<file path="src/rtl/sd_ddr_writer_if.sv">
// DDR application-side write bus between sd_ddr_writer (master) and the memory controller (slave).
interface sd_ddr_writer_if #(
  parameter int ADDR_W = 27
);
  logic              app_cmd_en;
  logic [2:0]        app_cmd;
  logic [ADDR_W-1:0] app_addr;
  logic              app_wdf_wren;
  logic              app_wdf_end;
  logic [127:0]      app_wdf_data;
  logic [15:0]       app_wdf_mask;
  logic              app_cmd_rdy;
  logic              app_wdf_rdy;

  modport master (
    output app_cmd_en, app_cmd, app_addr, app_wdf_wren, app_wdf_end,
           app_wdf_data, app_wdf_mask,
    input  app_cmd_rdy, app_wdf_rdy
  );

  modport slave (
    input  app_cmd_en, app_cmd, app_addr, app_wdf_wren, app_wdf_end,
           app_wdf_data, app_wdf_mask,
    output app_cmd_rdy, app_wdf_rdy
  );
endinterface

</file>
<file path="src/rtl/sd_ddr_writer.sv">
// Packs 16-bit SD read words into 128-bit bursts, buffers them and writes them to the DDR app port.
// Optional macro SD_DDR_WR_DBG_EN exposes the last accepted SD word on ddr_wr_data.
module sd_ddr_writer #(
  parameter int ADDR_W     = 27,
  parameter int FIFO_DEPTH = 4,
  parameter int ADDR_INC   = 8
) (
  input  logic              sys_clk,
  input  logic              sys_rst_n,
  input  logic              init_calib_complete,
  input  logic              wr_start,
  input  logic [ADDR_W-1:0] start_addr,
  input  logic [23:0]       word_total,
  input  logic              sd_rd_val_en,
  input  logic [15:0]       sd_rd_val_data,
  sd_ddr_writer_if.master   app,
  output logic              wr_busy,
  output logic              wr_done,
  output logic              overflow,
  output logic [15:0]       ddr_wr_data
);

  localparam int PW = (FIFO_DEPTH > 1) ? $clog2(FIFO_DEPTH) : 1;
  localparam int CW = PW + 1;

  typedef enum logic [2:0] {IDLE, WAIT_CAL, RUN, FLUSH, DONE} state_t;

  state_t            r_state, w_state_nxt;
  logic [23:0]       r_cnt, r_total;
  logic [127:0]      r_pack, w_pack_nxt, w_full;
  logic [2:0]        r_idx, w_idx_nxt;
  logic              r_pfull, w_pfull_nxt;
  logic              w_push;
  logic [127:0]      w_push_data;
  logic [15:0]       w_push_mask;
  logic [127:0]      r_mem_data [FIFO_DEPTH];
  logic [15:0]       r_mem_mask [FIFO_DEPTH];
  logic [PW-1:0]     r_wptr, r_rptr;
  logic [CW-1:0]     r_fcnt;
  logic              r_inflight, r_cmd_en, r_wren, r_cmd_ok, r_dat_ok, r_ovf;
  logic [ADDR_W-1:0] r_addr;
  logic [127:0]      r_wdata;
  logic [15:0]       r_wmask;
  logic              w_strobe, w_drop, w_take, w_room, w_pop, w_issue;
  logic              w_cmd_hs, w_dat_hs;

  function automatic logic [127:0] place_word(input logic [127:0] d, input logic [2:0] idx,
                                              input logic [15:0] w);
    logic [127:0] r;
    r = d;
    r[{idx, 4'b0000} +: 16] = w;
    return r;
  endfunction

  // Words idx..7 are absent, so their bytes (2*idx..15) are masked.
  function automatic logic [15:0] pad_mask(input logic [2:0] idx);
    return 16'hFFFF << {idx, 1'b0};
  endfunction

  assign w_cmd_hs = r_cmd_en & app.app_cmd_rdy;
  assign w_dat_hs = r_wren & app.app_wdf_rdy;
  assign w_pop    = r_inflight & (r_cmd_ok | w_cmd_hs) & (r_dat_ok | w_dat_hs);
  assign w_issue  = !r_inflight && (r_fcnt != '0) && init_calib_complete &&
                    ((r_state == RUN) || (r_state == FLUSH));
  assign w_room   = (r_fcnt != CW'(FIFO_DEPTH)) | w_pop;
  assign w_strobe = (r_state == RUN) && sd_rd_val_en && (r_cnt != r_total);
  assign w_drop   = w_strobe && r_pfull && !w_room;
  assign w_take   = w_strobe && !w_drop;

  // A completed burst that finds the FIFO full is parked in the packer (r_pfull).
  always_comb begin
    w_push      = 1'b0;
    w_push_data = r_pack;
    w_push_mask = 16'h0000;
    w_pack_nxt  = r_pack;
    w_idx_nxt   = r_idx;
    w_pfull_nxt = r_pfull;
    w_full      = place_word(r_pack, r_idx, sd_rd_val_data);
    if (r_pfull) begin
      if (w_room) begin
        w_push      = 1'b1;
        w_pfull_nxt = 1'b0;
        w_idx_nxt   = 3'd0;
        w_pack_nxt  = '0;
        if (w_take) begin
          w_pack_nxt = place_word('0, 3'd0, sd_rd_val_data);
          w_idx_nxt  = 3'd1;
        end
      end
    end else if (w_take) begin
      if (r_idx == 3'd7) begin
        w_idx_nxt = 3'd0;
        if (w_room) begin
          w_push      = 1'b1;
          w_push_data = w_full;
          w_pack_nxt  = '0;
        end else begin
          w_pack_nxt  = w_full;
          w_pfull_nxt = 1'b1;
        end
      end else begin
        w_pack_nxt = w_full;
        w_idx_nxt  = r_idx + 3'd1;
      end
    end else if ((r_state == FLUSH) && (r_idx != 3'd0) && w_room) begin
      w_push      = 1'b1;
      w_push_mask = pad_mask(r_idx);
      w_pack_nxt  = '0;
      w_idx_nxt   = 3'd0;
    end
  end

  always_comb begin
    w_state_nxt = r_state;
    case (r_state)
      IDLE:     if (wr_start) w_state_nxt = WAIT_CAL;
      WAIT_CAL: if (init_calib_complete) w_state_nxt = RUN;
      RUN:      if (r_cnt == r_total) w_state_nxt = FLUSH;
      FLUSH:    if ((r_fcnt == '0) && !r_inflight && !r_pfull && (r_idx == 3'd0))
                  w_state_nxt = DONE;
      DONE:     w_state_nxt = IDLE;
      default:  w_state_nxt = IDLE;
    endcase
  end

  always_ff @(posedge sys_clk or negedge sys_rst_n) begin
    if (!sys_rst_n) begin
      r_state    <= IDLE;
      r_cnt      <= '0;
      r_total    <= '0;
      r_pack     <= '0;
      r_idx      <= '0;
      r_pfull    <= 1'b0;
      r_wptr     <= '0;
      r_rptr     <= '0;
      r_fcnt     <= '0;
      r_inflight <= 1'b0;
      r_cmd_en   <= 1'b0;
      r_wren     <= 1'b0;
      r_cmd_ok   <= 1'b0;
      r_dat_ok   <= 1'b0;
      r_addr     <= '0;
      r_wdata    <= '0;
      r_wmask    <= '0;
      r_ovf      <= 1'b0;
    end else begin
      r_state <= w_state_nxt;
      r_pack  <= w_pack_nxt;
      r_idx   <= w_idx_nxt;
      r_pfull <= w_pfull_nxt;
      if ((r_state == IDLE) && wr_start) begin
        r_total <= word_total;
        r_cnt   <= '0;
        r_addr  <= start_addr;
        r_ovf   <= 1'b0;
      end
      if (w_strobe) r_cnt <= r_cnt + 24'd1;
      if (w_drop)   r_ovf <= 1'b1;
      if (w_push)   r_wptr <= r_wptr + PW'(1);
      if (w_pop)    r_rptr <= r_rptr + PW'(1);
      r_fcnt <= r_fcnt + CW'(w_push) - CW'(w_pop);
      // The head entry stays in the FIFO until both strobes have been accepted.
      if (w_issue) begin
        r_inflight <= 1'b1;
        r_cmd_en   <= 1'b1;
        r_wren     <= 1'b1;
        r_cmd_ok   <= 1'b0;
        r_dat_ok   <= 1'b0;
        r_wdata    <= r_mem_data[r_rptr];
        r_wmask    <= r_mem_mask[r_rptr];
      end else if (r_inflight) begin
        if (w_cmd_hs) begin
          r_cmd_en <= 1'b0;
          r_cmd_ok <= 1'b1;
        end
        if (w_dat_hs) begin
          r_wren   <= 1'b0;
          r_dat_ok <= 1'b1;
        end
        if (w_pop) begin
          r_inflight <= 1'b0;
          r_addr     <= r_addr + ADDR_W'(ADDR_INC);
        end
      end
    end
  end

  always_ff @(posedge sys_clk) begin
    if (w_push) begin
      r_mem_data[r_wptr] <= w_push_data;
      r_mem_mask[r_wptr] <= w_push_mask;
    end
  end

`ifdef SD_DDR_WR_DBG_EN
  logic [15:0] r_dbg;
  always_ff @(posedge sys_clk or negedge sys_rst_n) begin
    if (!sys_rst_n)  r_dbg <= '0;
    else if (w_take) r_dbg <= sd_rd_val_data;
  end
  assign ddr_wr_data = r_dbg;
`else
  assign ddr_wr_data = 16'h0000;
`endif

  assign app.app_cmd_en   = r_cmd_en;
  assign app.app_cmd      = 3'b000;
  assign app.app_addr     = r_addr;
  assign app.app_wdf_wren = r_wren;
  assign app.app_wdf_end  = r_wren;
  assign app.app_wdf_data = r_wdata;
  assign app.app_wdf_mask = r_wmask;
  assign wr_busy          = (r_state != IDLE) && (r_state != DONE);
  assign wr_done          = (r_state == DONE);
  assign overflow         = r_ovf;

endmodule

</file>
<file path="src/flat_wrapper.sv">
// flat-port wrapper written by rule: the top's interface ports become plain ports
module sd_ddr_writer_flat 
#(
  parameter int ADDR_W     = 27,
  parameter int FIFO_DEPTH = 4,
  parameter int ADDR_INC   = 8
)
  (sys_clk, sys_rst_n, init_calib_complete, wr_start, start_addr, word_total, sd_rd_val_en, sd_rd_val_data, wr_busy, wr_done, overflow, ddr_wr_data, app_app_cmd_en, app_app_cmd, app_app_addr, app_app_wdf_wren, app_app_wdf_end, app_app_wdf_data, app_app_wdf_mask, app_app_cmd_rdy, app_app_wdf_rdy);
  sd_ddr_writer_if #(.ADDR_W(ADDR_W)) app_i ();
  input  logic sys_clk;
  input  logic sys_rst_n;
  input  logic init_calib_complete;
  input  logic wr_start;
  input  logic [ADDR_W-1:0] start_addr;
  input  logic [23:0] word_total;
  input  logic sd_rd_val_en;
  input  logic [15:0] sd_rd_val_data;
  output logic wr_busy;
  output logic wr_done;
  output logic overflow;
  output logic [15:0] ddr_wr_data;
  output wire logic [$bits(app_i.app_cmd_en)-1:0] app_app_cmd_en;
  output wire logic [$bits(app_i.app_cmd)-1:0] app_app_cmd;
  output wire logic [$bits(app_i.app_addr)-1:0] app_app_addr;
  output wire logic [$bits(app_i.app_wdf_wren)-1:0] app_app_wdf_wren;
  output wire logic [$bits(app_i.app_wdf_end)-1:0] app_app_wdf_end;
  output wire logic [$bits(app_i.app_wdf_data)-1:0] app_app_wdf_data;
  output wire logic [$bits(app_i.app_wdf_mask)-1:0] app_app_wdf_mask;
  input wire logic [$bits(app_i.app_cmd_rdy)-1:0] app_app_cmd_rdy;
  input wire logic [$bits(app_i.app_wdf_rdy)-1:0] app_app_wdf_rdy;
  assign app_app_cmd_en = app_i.app_cmd_en;
  assign app_app_cmd = app_i.app_cmd;
  assign app_app_addr = app_i.app_addr;
  assign app_app_wdf_wren = app_i.app_wdf_wren;
  assign app_app_wdf_end = app_i.app_wdf_end;
  assign app_app_wdf_data = app_i.app_wdf_data;
  assign app_app_wdf_mask = app_i.app_wdf_mask;
  assign app_i.app_cmd_rdy = app_app_cmd_rdy;
  assign app_i.app_wdf_rdy = app_app_wdf_rdy;
  sd_ddr_writer #(.ADDR_W(ADDR_W), .FIFO_DEPTH(FIFO_DEPTH), .ADDR_INC(ADDR_INC)) u_core (.sys_clk(sys_clk), .sys_rst_n(sys_rst_n), .init_calib_complete(init_calib_complete), .wr_start(wr_start), .start_addr(start_addr), .word_total(word_total), .sd_rd_val_en(sd_rd_val_en), .sd_rd_val_data(sd_rd_val_data), .app(app_i), .wr_busy(wr_busy), .wr_done(wr_done), .overflow(overflow), .ddr_wr_data(ddr_wr_data));
endmodule
</file>
<file path="config.mk">
export PLATFORM = sky130hd
export DESIGN_NAME = sd_ddr_writer_flat
export DESIGN_NICKNAME = d
export VERILOG_FILES = /design/src/rtl/sd_ddr_writer_if.sv /design/src/rtl/sd_ddr_writer.sv /design/src/flat_wrapper.sv
export SDC_FILE = /design/constraint.sdc
export NUM_CORES = 1
export LEC_CHECK = 0
export BUFFER_PORTS_ARGS = -buffer_cell sky130_fd_sc_hd__buf_2
export CORE_UTILIZATION = 38
export DETAILED_ROUTE_END_ITERATION = 6
export SYNTH_ARGS = -nofsm -noshare
export SYNTH_HDL_FRONTEND = slang
export SYNTH_SLANG_ARGS = --single-unit
</file>
<file path="constraint.sdc">
create_clock -name sys_clk -period 19.05 [get_ports sys_clk]
set_input_delay 3.81 -clock sys_clk [delete_from_list [all_inputs] [get_ports sys_clk]]
set_output_delay 3.81 -clock sys_clk [all_outputs]
set_load 0.01 [all_outputs]
</file>
## Word-level counts from Yosys, hierarchy flattened

Memories as Yosys holds them, arrays and structs flattened. A register that Yosys moved wholly into a read port is not among the register bits.
Cells that the tools add are included.

| storage, ports and cells | value |
|---|---|
| register bits after elaboration | 223 |
| memory bits (writable) | 576 |
| bits of input ports | 74 |
| output and inout port bits | 196 |
| memories kept | 2 |

| cells by class | value |
|---|---|
| add/subtract/negate cells | 8 |
| eq/ne operators | 14 |
| shift-type cells | 3 |
| mux-type cells | 60 |
| bitwise gates (word level) | 7 |
| reduce and logical (&&, ||, !) cells | 38 |

Memories:

| memory | words | bits a word | rd ports | clocked after memory_dff | write ports | line | source |
|---|---|---|---|---|---|---|---|
| u_core.r_mem_data | 4 | 128 | 1 | 1 | 1 | sd_ddr_writer.sv:36 | `logic [127:0] r_mem_data [FIFO_DEPTH];` |
| u_core.r_mem_mask | 4 | 16 | 1 | 1 | 1 | sd_ddr_writer.sv:37 | `logic [15:0] r_mem_mask [FIFO_DEPTH];` |

Operators by type and width:

| cell | number |
|---|---|
| two-way mux 128 bit | 10 |
| bitwise mux 128 bit | 1 |
| variable shift 16 x 9 -> 128 bit, first input constant | 1 |
| variable part select 16 x 9 -> 128 bit | 1 |
| two-way mux 27 bit | 4 |
| two-way mux 16 bit | 4 |
| two-way mux 24 bit | 2 |
| two-way mux 1 bit | 29 |
| adder 27 x 4 -> 27 bit, second input constant | 1 |
| two-way mux 3 bit | 9 |
| adder 24 x 1 -> 24 bit, second input constant | 1 |
| equality test 24 bit | 1 |
| inequality test 24 bit | 1 |
| << shifter 16 x 4 -> 16 bit, first input constant | 1 |
| logical AND 1 bit | 15 |
| case mux 3 bit (4 select lines) | 1 |
| nonzero test 3 bit | 4 |
| inequality test 2 bit, second input constant | 5 |
| nonzero test 2 bit | 5 |
| logical NOT 3 bit | 3 |
| negator 7 -> 9 bit | 1 |
| equality test 3 x 2 -> 1 bit, second input constant | 2 |
| equality test 3 bit, second input constant | 2 |
| logical NOT 1 bit | 6 |
| other kinds (11) | 20 |

## Logic depth before layout (Yosys ltp)

| depth | value |
|---|---|
| word-level depth | 13 |
| depth in mapped cells | 14 |
| mapped depth without buffers | 14 |

## Worst setup path before layout

No wires, ideal clock.

| timing | value |
|---|---|
| path type | input-to-reg |
| start point | input app_app_cmd_rdy |
| end point | memory u_core.r_mem_data[0][0], enable pin |
| library setup time | 0.650 ns |
| data arrival time | 10.837 ns |
| data required time | 18.400 ns |
| setup slack | 7.563 ns |
| stages on the path | 7 |
| path buffers | 1 |
| cell sequence | a31oi_1 > or3_1 > clkbuf_1 > and2_1 > nor2_1 > a21oi_2 > nor2b_1 |

| on the way | value |
|---|---|
| longest elaborated chain between the ends | 13 |

RTL lines:

| item | line | source |
|---|---|---|
| start: declaration | flat_wrapper.sv:29 | `input wire logic [$bits(app_i.app_cmd_rdy)-1:0] app_app_cmd_rdy;` |
| bitwise AND 1 bit * | sd_ddr_writer.sv:60 | `assign w_cmd_hs = r_cmd_en & app.app_cmd_rdy;` |
| OR 1 bit * | sd_ddr_writer.sv:62 | `assign w_pop = r_inflight & (r_cmd_ok \| w_cmd_hs) & (r_dat_ok \| w_dat_hs);` |
| bitwise AND 1 bit * (2 in a row) | sd_ddr_writer.sv:62 |  |
| OR 1 bit * | sd_ddr_writer.sv:65 | `assign w_room = (r_fcnt != CW'(FIFO_DEPTH)) \| w_pop;` |
| logical NOT 1 bit | sd_ddr_writer.sv:67 | `assign w_drop = w_strobe && r_pfull && !w_room;` |
| logical AND 1 bit | sd_ddr_writer.sv:67 |  |
| logical NOT 1 bit | sd_ddr_writer.sv:68 | `assign w_take = w_strobe && !w_drop;` |
| logical AND 1 bit | sd_ddr_writer.sv:68 |  |
| two-way mux 1 bit | sd_ddr_writer.sv:90 | `end else if (w_take) begin` |
| two-way mux 1 bit * | sd_ddr_writer.sv:79 | `if (r_pfull) begin` |
| two-way mux 1 bit * | sd_ddr_writer.sv:189 | `if (w_push) begin` |
| two-way mux 1 bit (not written as such) * | sd_ddr_writer.sv:190 | `r_mem_data[r_wptr] <= w_push_data;` |
| end: declaration | sd_ddr_writer.sv:36 |  |

Every way passes the cells marked *; elsewhere a longest branch is shown, timed or not.

## Final worst setup path

| timing | value |
|---|---|
| start point | input app_app_cmd_rdy |
| end point | memory u_core.r_mem_data[0][89], enable pin |

Same word-level chain as after synthesis.

==> impl_metrics.tcl <==
set metrics [dict create \
    drv_slew 0 \
    cpPeakStageDelay_ns 0.91 \
    clkSinkCount 903 \
    cts_tree "yes" \
    synth_cell_types 71 \
    synthMuxAreaShare_pct 14.8 \
    routedWlPerCell_um 22.7 \
    place_congestion 0.801 \
    ys_ff_latch 903 \
    min_path_cells 1 \
    design_area_mm2 0.0420 \
    r2r-start "u_core.r_inflight$_DFF_PN0_" \
    antenna_found_initial 8 \
    place_ws_ns 10.56 \
    slowest_stage "buf_4" \
    dieHeight_um 311 \
    power.density_mw_per_mm2 115 \
    synthesis.area_mm2 0.0364 \
    synth_compound_area_share_pct 6.04 \
    hold_end "u_core.r_pack[93]$_DFFE_PN0P_" \
    first_pass_iters 7 \
    relSlewSlack_pct 19.0 \
    cp_num_buf_inv 3 \
    hold_violations 0 \
    core-area_mm2 0.0949 \
    p_seq_share_pct 48.9 \
    synthAdderAreaFrac_pct 0.675 \
    cts_htree_levels 3 \
    cts_buffer_depth 3 \
    syn2layout_area_growth_pct 15.6 \
    maxCapViolations 0 \
    place_hpwl_mm 54.4 \
    grtUsageTotal_pct 18.0 \
    drt_iter0_drc 1483 \
    synth_cells 2235 \
    grt_pass1_vias 21400 \
    cts_root_buffer "clkbuf_16" \
    async_flop_share_pct 39.8 \
    clk_latency_ns 0.66 \
    rsz0062_at_grt "no" \
    violations "DRC" \
    via_count 20500 \
    yosysWarnings 0 \
    placementRows 113 \
    p_int_mw 3.49 \
    worst_pin_slew_ns 1.21 \
    finalCritPeriodShare_pct 41.4 \
    die_area_mm2 0.0969 \
    fin_nets 2587 \
    synth_top_family_by_area "multiplexers" \
    postCtsSetupRepairBufs 0 \
    setup_ws_ns 11.17 \
    clk_pin_slew_ns 0.06 \
    tns_ns 0 \
    reg2reg_slack_ns 13.91 \
    grt_max_degree 120 \
    grt_pass1_wl_mm 133 \
    min-delay-start "u_core.r_pack[93]$_DFFE_PN0P_" \
    p_leak_nw 17.0 \
    status "finished, violations left" \
    critical_path_class "input pin to flip-flop" \
    cp_common_cell "buf_4" \
    die_w_um 311 \
    nFillCells 8324 \
    synth_seq_area_share_pct 69.6 \
    port_buffers 250 \
    via_per_inst 5.32 \
    crit_path_start "app_app_cmd_rdy" \
    synth_xor_area_share_pct 0.771 \
    overflow 0 \
    power_switching_mw 1.35 \
    cp_max_fo 68 \
    clkPwrFrac_pct 36.9 \
    cts_buffers 96 \
    holdBufCountCts 0 \
    ir_drop_v 0.0000749 \
    sw_frac_of_total_pct 27.9 \
    cp_top_family "buffers and inverters" \
    hold_class "flip-flop to flip-flop" \
    drt-total-wl_mm 87.4 \
    end_kind "flip-flop" \
    cp_data_arrival_time_ns 8.13 \
    cp_cell_sequence "buf_2 -> a31oi_1 -> o31ai_1 -> and2_1 -> a21oi_2 -> nor2b_4 -> buf_4 -> buf_4" \
    post-route-min-period_ns 7.88 \
    final_antenna_net_count 0 \
    synthFlopType "edfxtp_1" \
    cts_resized 0 \
    combinationalPowerShare_pct 14.2 \
    avgSynthCellArea_um2 16.3 \
    dpl_cell_area_mm2 0.0389 \
    r2r_cells 7 \
    synth_edf_count 544 \
    drive_above_1_share_pct 30.4 \
    cp-start-kind "input pin" \
    r2r_end "u_core.r_mem_data[0][89]$_DFFE_PP_" \
    boundaryPins 270 \
    fmax_ghz 0.127 \
    yosys.area_share.simple_pct 5.73 \
    drc 6 \
    setup_viol 0 \
    final_util_pct 44.3 \
    p_total_mw 4.84 \
    skew_ns 0.0331 \
    start_util_pct 38.3 \
    required_ns 19.30 \
]
layout by cell type, fill, tap and decap left out, types with 17 or more instances in the layout:
cell type and n:
edfxtp_1 544, dfrtp_1 357, buf_2 249, nand2_1 241
mux2_2 183, mux4_2 136, clkbuf_16 99, o21ai_0 79
a22o_1 66, o2bb2ai_1 64, nor2_1 60, inv_1 39
nand3_1 33, and3_1 30, buf_4 30, clkbuf_1 28
mux2i_1 25, conb_1 23, a21oi_1 22, ha_1 18
nor3_1 17, clkinv_2 17
power groups by stage:
stage	Combinational, mW	Sequential (mW)	Clock, mW
after CTS	0.695	2.37	1.83
after detailed placement	0.693	2.40	0
after global placement	0.680	2.39	0
final	0.687	2.37	1.78
after global routing	0.754	2.39	1.90
after floorplan	0.408	2.41	0
cell type report:
cell class	count	area (µm²)	area share (%)
clock buffer	132	2650	6.31
timing repair buffer	282	1530	3.65
clock inverter	50	390	0.929
antenna	1	2.50	0.00596
sequential	903	25300	60.3
multi-input combinational	1171	10400	24.7
tap	1265	1580	3.77
inverter	40	150	0.357
layer usage:
metal / vias to the layer above / track usage, % / wire length [µm]
met5: - / 0 / 83
met4: 12 / 5.67 / 2090
met3: 132 / 3.79 / 5450
met2: 635 / 29.4 / 42400
met1: 10600 / 24.2 / 37300
li1: 9051 / - / -
worst register-to-register path: stages (launching register included):
cell and delay [ns]:
dfrtp_1 0.46, a31oi_1 0.16, o31ai_1 0.75, and2_1 0.61, a21oi_2 0.32, nor2b_4 0.64, buf_4 0.74, buf_4 0.97
worst max path at each step:
stage | cells after the start | end | slack (ns)
after global placement | 8 | u_core.r_mem_data[0][24]$_DFFE_PP_ | 10.58
after floorplan | 7 | u_core.r_mem_data[0][0]$_DFFE_PP_ | 7.56
final | 8 | u_core.r_mem_data[0][89]$_DFFE_PP_ | 11.17
after global routing | 8 | u_core.r_mem_data[0][27]$_DFFE_PP_ | 11.01
after detailed placement | 8 | u_core.r_mem_data[1][83]$_DFFE_PP_ | 10.56
after CTS | 8 | u_core.r_mem_data[1][83]$_DFFE_PP_ | 11.25
cells by family (layout without fill, tap and decap cells):
group | after synthesis | count (layout)
compound gates | 300 | 300
xor+xnor | 32 | 32
fa+ha+maj | 19 | 19
buf+inv | 183 | 504
flops | 903 | 903
mux | 346 | 346
other cells | 1 | 24
simple gates | 451 | 451
Yosys cell counts (all sizes together), types with 37 or more instances:
| library cell | number | area [µm²] |
|---|---|---|
| inv | 40 | 150 |
| nor2 | 61 | 229 |
| mux2 | 185 | 2080 |
| a22o | 66 | 578 |
| edfxtp | 544 | 16300 |
| o2bb2ai | 64 | 561 |
| clkbuf | 72 | 270 |
| buf | 71 | 409 |
| mux4 | 136 | 3060 |
| nand2 | 241 | 905 |
| nand3 | 37 | 205 |
| dfrtp | 359 | 8980 |
| o21ai | 87 | 439 |
metrics by stage:
stage	hold slack, ns	std cells
after floorplan	0.456	2257
after global placement	0.456	3660
after detailed placement	0.471	3660
after CTS	0.491	3842
after global routing	0.496	3843
final	0.484	3844
sequential cells by signal, summed over array words and instances, names as in the netlist, 8 cells and up:
name	count
u_core.app.app_wdf_data	128
u_core.r_mem_data	512
u_core.app.app_wdf_mask	8
u_core.r_mem_mask	32
u_core.r_total	24
u_core.r_pack	128
u_core.app.app_addr	27
u_core.r_cnt	24
Note: power is estimated with default switching activity, not from simulation.
